`src/rtl/qnigma_dns_rx_if.sv`:
```
// Stream port of the DNS response decoder: UDP payload bytes in, decoded AAAA result out.
interface qnigma_dns_rx_if;
    logic [7:0]   dat;
    logic         vld;
    logic         sof;
    logic         eof;
    logic         val;
    logic         err;
    logic [127:0] addr;
    logic [15:0]  tid;
    logic [3:0]   rcode;
    logic         busy;

    modport master (output dat, vld, sof, eof, input val, err, addr, tid, rcode, busy);
    modport slave  (input dat, vld, sof, eof, output val, err, addr, tid, rcode, busy);
endinterface

```
`src/rtl/qnigma_dns_rx.sv`:
```
// DNS response decoder: checks the header, skips the question, walks answers and
// reports the first AAAA/IN address (or an error) one cycle after the last byte.
module qnigma_dns_rx #(
    parameter logic [15:0] EXP_TID  = 16'd12345,
    parameter int          MAX_NAME = 255,
    parameter int          MAX_ANS  = 8
) (
    input logic            clk,
    input logic            rst_n,
    qnigma_dns_rx_if.slave bus
);
    localparam int AW = $clog2(MAX_ANS + 1);

    typedef enum logic [2:0] {
        IDLE  = 3'd0, HDR   = 3'd1, QNAME = 3'd2, QINFO = 3'd3,
        ANAME = 3'd4, AINFO = 3'd5, RDATA = 3'd6, DRAIN = 3'd7
    } state_t;

    state_t         state_r;
    logic [15:0]    cnt_r, name_cnt_r, rdlen_r, tid_tmp_r, qd_r, an_r, type_r, class_r;
    logic           qr_r, ptr_r, bad_r, found_r, match_r;
    logic [3:0]     rc_tmp_r;
    logic [5:0]     lbl_r;
    logic [AW-1:0]  ans_cnt_r;
    logic [127:0]   addr_tmp_r;
    logic           val_r, err_r, busy_r;
    logic [127:0]   addr_r;
    logic [15:0]    tid_r;
    logic [3:0]     rcode_r;

    logic           name_over_s, name_end_s, name_bad_s, hdr_ok_s, hdr_cmp_s;
    logic           rd_last_s, rec_end_s, rec_found_s, ans_last_s, good_s;
    logic [15:0]    rdlen_full_s, ans_lim_s;
    logic [127:0]   addr_nxt_s;

    assign bus.val   = val_r;
    assign bus.err   = err_r;
    assign bus.addr  = addr_r;
    assign bus.tid   = tid_r;
    assign bus.rcode = rcode_r;
    assign bus.busy  = busy_r;

    // Per-byte decisions: name label walking, header verdict, record end, final verdict.
    always_comb begin
        name_over_s = (name_cnt_r >= 16'(MAX_NAME));
        if (ptr_r || (lbl_r != 6'd0)) begin
            name_end_s = ptr_r && !name_over_s;
            name_bad_s = name_over_s;
        end else begin
            name_end_s = !name_over_s && (bus.dat == 8'h00);
            name_bad_s = name_over_s || (bus.dat[7:6] == 2'b01) || (bus.dat[7:6] == 2'b10);
        end
        hdr_ok_s     = (tid_tmp_r == EXP_TID) && qr_r && (rc_tmp_r == 4'd0) &&
                       (qd_r == 16'd1) && (an_r != 16'd0);
        hdr_cmp_s    = (state_r != HDR) || (cnt_r == 16'd11);
        rdlen_full_s = {rdlen_r[15:8], bus.dat};
        rd_last_s    = (cnt_r == (rdlen_r - 16'd1));
        rec_end_s    = ((state_r == AINFO) && (cnt_r == 16'd9) && (rdlen_full_s == 16'd0)) ||
                       ((state_r == RDATA) && rd_last_s);
        rec_found_s  = (state_r == RDATA) && match_r;
        ans_lim_s    = (an_r > 16'(MAX_ANS)) ? 16'(MAX_ANS) : an_r;
        ans_last_s   = ((16'(ans_cnt_r) + 16'd1) >= ans_lim_s);
        // A frame may end on the very byte that completes the matching record.
        good_s       = ((state_r == DRAIN) && found_r && !bad_r) || (rec_found_s && rd_last_s);
        addr_nxt_s   = (state_r == RDATA) ? {addr_tmp_r[119:0], bus.dat} : addr_tmp_r;
    end

    // Parser FSM with registered result outputs.
    always_ff @(posedge clk) begin
        if (!rst_n) begin
            state_r    <= IDLE;
            cnt_r      <= 16'd0;
            name_cnt_r <= 16'd0;
            rdlen_r    <= 16'd0;
            tid_tmp_r  <= 16'd0;
            qd_r       <= 16'd0;
            an_r       <= 16'd0;
            type_r     <= 16'd0;
            class_r    <= 16'd0;
            qr_r       <= 1'b0;
            ptr_r      <= 1'b0;
            bad_r      <= 1'b0;
            found_r    <= 1'b0;
            match_r    <= 1'b0;
            rc_tmp_r   <= 4'd0;
            lbl_r      <= 6'd0;
            ans_cnt_r  <= '0;
            addr_tmp_r <= 128'd0;
            val_r      <= 1'b0;
            err_r      <= 1'b0;
            busy_r     <= 1'b0;
            addr_r     <= 128'd0;
            tid_r      <= 16'd0;
            rcode_r    <= 4'd0;
        end else begin
            val_r <= 1'b0;
            err_r <= 1'b0;
            if (bus.vld && bus.sof) begin
                state_r   <= HDR;
                cnt_r     <= 16'd1;
                tid_tmp_r <= {bus.dat, 8'h00};
                bad_r     <= 1'b0;
                found_r   <= 1'b0;
                match_r   <= 1'b0;
                ans_cnt_r <= '0;
                if (bus.eof) begin
                    state_r <= IDLE;
                    err_r   <= 1'b1;
                    busy_r  <= 1'b0;
                end else begin
                    busy_r  <= 1'b1;
                end
            end else if (bus.vld && (state_r != IDLE)) begin
                cnt_r <= cnt_r + 16'd1;
                case (state_r)
                    HDR: begin
                        case (cnt_r)
                            16'd1:   tid_tmp_r[7:0] <= bus.dat;
                            16'd2:   qr_r           <= bus.dat[7];
                            16'd3:   rc_tmp_r       <= bus.dat[3:0];
                            16'd4:   qd_r[15:8]     <= bus.dat;
                            16'd5:   qd_r[7:0]      <= bus.dat;
                            16'd6:   an_r[15:8]     <= bus.dat;
                            16'd7:   an_r[7:0]      <= bus.dat;
                            default: begin end
                        endcase
                        if (cnt_r == 16'd11) begin
                            cnt_r      <= 16'd0;
                            name_cnt_r <= 16'd0;
                            lbl_r      <= 6'd0;
                            ptr_r      <= 1'b0;
                            state_r    <= hdr_ok_s ? QNAME : DRAIN;
                            bad_r      <= !hdr_ok_s;
                        end
                    end
                    QNAME, ANAME: begin
                        name_cnt_r <= name_cnt_r + 16'd1;
                        if (name_bad_s) begin
                            state_r <= DRAIN;
                            bad_r   <= 1'b1;
                        end else if (name_end_s) begin
                            state_r <= (state_r == QNAME) ? QINFO : AINFO;
                            cnt_r   <= 16'd0;
                        end else if (lbl_r != 6'd0) begin
                            lbl_r <= lbl_r - 6'd1;
                        end else if (bus.dat[7:6] == 2'b11) begin
                            ptr_r <= 1'b1;
                        end else begin
                            lbl_r <= bus.dat[5:0];
                        end
                    end
                    QINFO: begin
                        if (cnt_r == 16'd3) begin
                            state_r    <= ANAME;
                            cnt_r      <= 16'd0;
                            name_cnt_r <= 16'd0;
                            lbl_r      <= 6'd0;
                            ptr_r      <= 1'b0;
                        end
                    end
                    AINFO: begin
                        case (cnt_r)
                            16'd0:   type_r[15:8]  <= bus.dat;
                            16'd1:   type_r[7:0]   <= bus.dat;
                            16'd2:   class_r[15:8] <= bus.dat;
                            16'd3:   class_r[7:0]  <= bus.dat;
                            16'd8:   rdlen_r[15:8] <= bus.dat;
                            default: begin end
                        endcase
                        if (cnt_r == 16'd9) begin
                            rdlen_r <= rdlen_full_s;
                            match_r <= (type_r == 16'd28) && (class_r == 16'd1) &&
                                       (rdlen_full_s == 16'd16);
                            state_r <= RDATA;
                            cnt_r   <= 16'd0;
                        end
                    end
                    RDATA: begin
                        if (match_r) begin
                            addr_tmp_r <= {addr_tmp_r[119:0], bus.dat};
                        end
                    end
                    DRAIN:   begin end
                    default: state_r <= IDLE;
                endcase
                // Record end overrides the per-state transition above.
                if (rec_end_s) begin
                    ans_cnt_r <= ans_cnt_r + {{(AW-1){1'b0}}, 1'b1};
                    cnt_r     <= 16'd0;
                    if (rec_found_s) begin
                        found_r <= 1'b1;
                        state_r <= DRAIN;
                    end else if (ans_last_s) begin
                        state_r <= DRAIN;
                    end else begin
                        state_r    <= ANAME;
                        name_cnt_r <= 16'd0;
                        lbl_r      <= 6'd0;
                        ptr_r      <= 1'b0;
                    end
                end
                if (bus.eof) begin
                    state_r <= IDLE;
                    busy_r  <= 1'b0;
                    if (good_s) begin
                        val_r  <= 1'b1;
                        addr_r <= addr_nxt_s;
                    end else begin
                        err_r  <= 1'b1;
                    end
                    if (hdr_cmp_s) begin
                        tid_r   <= tid_tmp_r;
                        rcode_r <= rc_tmp_r;
                    end
                end
            end
        end
    end
endmodule

```
`src/flat_wrapper.sv`:
```
// flat-port wrapper written by rule: the top's interface ports become plain ports
module qnigma_dns_rx_flat 
#(
    parameter logic [15:0] EXP_TID  = 16'd12345,
    parameter int          MAX_NAME = 255,
    parameter int          MAX_ANS  = 8
)
  (clk, rst_n, bus_dat, bus_vld, bus_sof, bus_eof, bus_val, bus_err, bus_addr, bus_tid, bus_rcode, bus_busy);
  qnigma_dns_rx_if bus_i ();
  input logic clk;
  input logic rst_n;
  input wire logic [$bits(bus_i.dat)-1:0] bus_dat;
  input wire logic [$bits(bus_i.vld)-1:0] bus_vld;
  input wire logic [$bits(bus_i.sof)-1:0] bus_sof;
  input wire logic [$bits(bus_i.eof)-1:0] bus_eof;
  output wire logic [$bits(bus_i.val)-1:0] bus_val;
  output wire logic [$bits(bus_i.err)-1:0] bus_err;
  output wire logic [$bits(bus_i.addr)-1:0] bus_addr;
  output wire logic [$bits(bus_i.tid)-1:0] bus_tid;
  output wire logic [$bits(bus_i.rcode)-1:0] bus_rcode;
  output wire logic [$bits(bus_i.busy)-1:0] bus_busy;
  assign bus_i.dat = bus_dat;
  assign bus_i.vld = bus_vld;
  assign bus_i.sof = bus_sof;
  assign bus_i.eof = bus_eof;
  assign bus_val = bus_i.val;
  assign bus_err = bus_i.err;
  assign bus_addr = bus_i.addr;
  assign bus_tid = bus_i.tid;
  assign bus_rcode = bus_i.rcode;
  assign bus_busy = bus_i.busy;
  qnigma_dns_rx #(.EXP_TID(EXP_TID), .MAX_NAME(MAX_NAME), .MAX_ANS(MAX_ANS)) u_core (.clk(clk), .rst_n(rst_n), .bus(bus_i));
endmodule
```
`config.mk`:
```
export PLATFORM = sky130hd
export DESIGN_NAME = qnigma_dns_rx_flat
export DESIGN_NICKNAME = d
export VERILOG_FILES = /design/src/rtl/qnigma_dns_rx_if.sv /design/src/rtl/qnigma_dns_rx.sv /design/src/flat_wrapper.sv
export SDC_FILE = /design/constraint.sdc
export NUM_CORES = 1
export LEC_CHECK = 0
export ABC_AREA = 1
export BUFFER_PORTS_ARGS = -buffer_cell sky130_fd_sc_hd__buf_2
export CORE_MARGIN = 2
export CORE_UTILIZATION = 51
export DETAILED_ROUTE_END_ITERATION = 8
export GPL_TIMING_DRIVEN = 0
export HOLD_SLACK_MARGIN = 0.02
export PLACE_DENSITY = 0.7
export REMOVE_ABC_BUFFERS = 1
export SLEW_MARGIN = 20
export SYNTH_ARGS = -nofsm -noshare
export SYNTH_HDL_FRONTEND = slang
export SYNTH_SLANG_ARGS = --single-unit
```
`constraint.sdc`:
```
create_clock -name clk -period 6.77 [get_ports clk]
set_input_delay 1.6925 -clock clk [delete_from_list [all_inputs] [get_ports clk]]
set_output_delay 1.6925 -clock clk [all_outputs]
set_load 0.05 [all_outputs]
```
==> results.yml <==
min_path:
  holdPathStages: 2
  hp-start: "u_core.bus.addr[109]"
  hold_class: "reg -> reg"
  whs_endpoint: "u_core.bus.addr[109]"
clock_network:
  cts_buffer_depth: 3
  worstSkewPairLatency_ps: 580
  cts_resized: 0
  hold_buffers: 0
  root_buffer: "clkbuf_16"
  clk_pin_slew_worst_paths_ps: 60
  cts.sinks: 429
  cts_buffers: 46
  post_cts_buffers: 0
  cts_tree: "built"
  cts.htree.levels: 2
worst_setup_path:
  critPathRequiredTime_ps: 7280
  timing_worst_setup_path_type: "in -> reg"
  timing.rr.end: "u_core.addr_tmp_r[126]"
  slowest_stage: "nor2_4"
  crit_family: "buffers and inverters"
  critPathArrivalTime_ps: 5280
  critPathLaunchType: "primary input"
  r2r_start: "u_core.state_r[2]"
  crit_chain: "buf_2 -> inv_1 -> a31oi_2 -> inv_2 -> nor2_4 -> nand2_4 -> inv_6 -> buf_16 -> o21ai_0 -> a21oi_1"
  critPathBufInv: 5
  crit_path_end_kind: "flop"
  slowest_delay_ps: 640
  crit_fanout: 94
  reg2reg_slack_ps: 2710
  crit_cells: 10
  reg2regPathDepth: 9
layout:
  area_delta_synth_final_pct: 13.6
  regArea_um2: 8590
  drive_gt1_share_pct: 17.6
  antenna_cells: 0
  fin_cells: 3331
  multi_input_area_um2: 10100
  nets: 2808
  final_util_pct: 58.7
  final_cell_area_um2: 22800
  fill_cells: 3613
synthesis:
  synth_top_area_cell: "dfxtp_1"
  synth_most_common_cell: "nand2_1"
  mappedNetlistArea_um2: 20000
  ys_seq_area_share_pct: 42.9
  ys.flop_type: "dfxtp_1"
  synth.avg_cell_area_um2: 7.35
  ys_ff_latch: 429
  ys_types: 51
  netlist.area_leader.share_pct: 42.9
  synthArstFlopShare_pct: 0
  netlist_instances: 2724
  ys_top_cells_by_count: "645 x nand2_1, 429 x dfxtp_1, 373 x nor2_1"
  ys.warnings.count: 0
  synth_area_leaders: "dfxtp_1 43%, nand2_1 12%, nor2_1 7.0%"
  synth_edf_count: 0
global_routing:
  antenna_found_initial: 1
  overflow: 0
  grt_first_pass_wirelength_um: 82400
  grt_pass1_vias: 16800
  grt_usage_pct: 23.9
  grt_max_degree: 139
placement:
  dp_cells: 3251
  portBuffers: 163
  post-dp-hpwl_um: 31300
  routabilityCongestion: 0.880
  place_area_um2: 21300
floorplan:
  die-area_um2: 40900
  die_y_um: 202
  die_w_um: 202
  core_area_um2: 38700
  row_count: 72
  ioPinCount: 164
  start_util_pct: 51.7
sta:
  relSlewSlack_pct: 28.5
  tightest_slew_ps: 1070
  clock_skew_ps: 23.7
  rsz0062_at_grt: "false"
  fmax_ghz: 0.209
  fin_crit_sh_pct: 70.5
  min_period_ps: 4770
  whs_ps: 457
  final-setup-viol-count: 0
  report.final.hold_viol_count: 0
  drv_slew: 0
power:
  peakVddDrop_uv: 184
  p_leak_nw: 8.87
  power.density_nw_per_um2: 247
  p_sw_share_pct: 26.3
  p_switching_w: 0.00148
  power.share.clock_pct: 43.7
  p_seq_share_pct: 45.9
  p_int_w: 0.00413
  p_comb_share_pct: 10.4
routing:
  drc_errors: 0
  drt-initial-drc-count: 1239
  wl_per_cell_um: 14.8
  vias: 17800
  firstDrtPassIters: 5
  via_per_inst: 5.36
  wirelength_um: 49300
  antenna_left: 0
flow_run:
  maxCapViolations: 0
status:
  status: "complete, no violations"
==> cell type report <==
type / instances / share of cell area [%]
multi-input combinational: 1977 / 44.2
clock inverter: 8 / 0.368
inverter: 139 / 2.37
sequential: 429 / 37.7
timing repair buffer: 188 / 6.40
tap: 518 / 2.85
clock buffer: 72 / 6.07
==> worst min-delay path, delay by kind of cell, from the launching register on <==
family,cells,cell delay (ps)
flip-flops,1,300
AND/OR/NAND/NOR,1,60
AO/OA/AOI/OAI,1,50
==> power groups by stage <==
stage	Clock [W]	Combinational (W)	Sequential [W]
finish	0.00245	0.000585	0.00258
global placement	0	0.000531	0.00263
global route	0.00260	0.000648	0.00258
detailed placement	0	0.000575	0.00263
CTS	0.00250	0.000578	0.00257
floorplan	0	0.000318	0.00268
==> kinds of logic (layout without fill, tap and decap cells) <==
family,Yosys count,in the layout,share of synthesized area (%)
compound gates,623,623,18.2
xor+xnor,23,23,1.01
fa+ha+maj,14,14,0.875
buf+inv,318,407,7.27
flops,429,429,42.9
other cells,1,1,0.0187
simple gates,1316,1316,29.7
==> worst max path at each step <==
stage | startpoint | end
after CTS | bus_vld | u_core.addr_tmp_r[126]
after global routing | bus_vld | u_core.addr_tmp_r[127]
final | bus_vld | u_core.addr_tmp_r[126]
after floorplan | bus_vld | u_core.bus.addr[0]
after global placement | bus_vld | u_core.bus.addr[33]
after detailed placement | bus_vld | u_core.addr_tmp_r[126]
==> sequential cells by signal, summed over array words and instances (netlist names), 3 cells and up <==
| name | count |
|---|---|
| u_core.lbl_r | 6 |
| u_core.cnt_r | 16 |
| u_core.bus.addr | 128 |
| u_core.class_r | 16 |
| u_core.tid_tmp_r | 16 |
| u_core.name_cnt_r | 16 |
| u_core.rc_tmp_r | 4 |
| u_core.an_r | 16 |
| u_core.bus.tid | 16 |
| u_core.qd_r | 16 |
| u_core.addr_tmp_r | 128 |
| u_core.bus.rcode | 4 |
| u_core.state_r | 3 |
| u_core.ans_cnt_r | 4 |
| u_core.type_r | 16 |
| u_core.rdlen_r | 16 |
==> per-stage QoR <==
stage               setup WS, ps  total power (W)  setup TNS (ps)
finish                      2000          0.00561               0
floorplan                  -6440          0.00300        -1058110
global route                1720          0.00583               0
detailed placement          1170          0.00321               0
CTS                         1780          0.00565               0
global placement          -12970          0.00316        -2909500
==> metal layers <==
metal	wire (um)	track usage, %
met1	22300	31.6
met5	7	0
met4	1230	8.42
met3	2490	3.11
met2	23300	40.3
==> cell usage in the layout (no fill, tap or decap), drive strengths merged, types with 2 or more instances in the layout <==
cell	n
nand3b	3
buf	188
a21oi	290
or2	3
o21bai	2
a211oi	26
clkinv	7
nor3	20
clkbuf	72
o31ai	3
ha	14
nor4	15
a31oi	9
o22ai	2
xor2	19
a32o	2
a22oi	4
o21ai	276
nand4	20
nand3	219
dfxtp	429
nor3b	3
nand2	649
inv	139
nor2	382
o211ai	3
xnor2	4
Power figures use the tool's default switching activity.
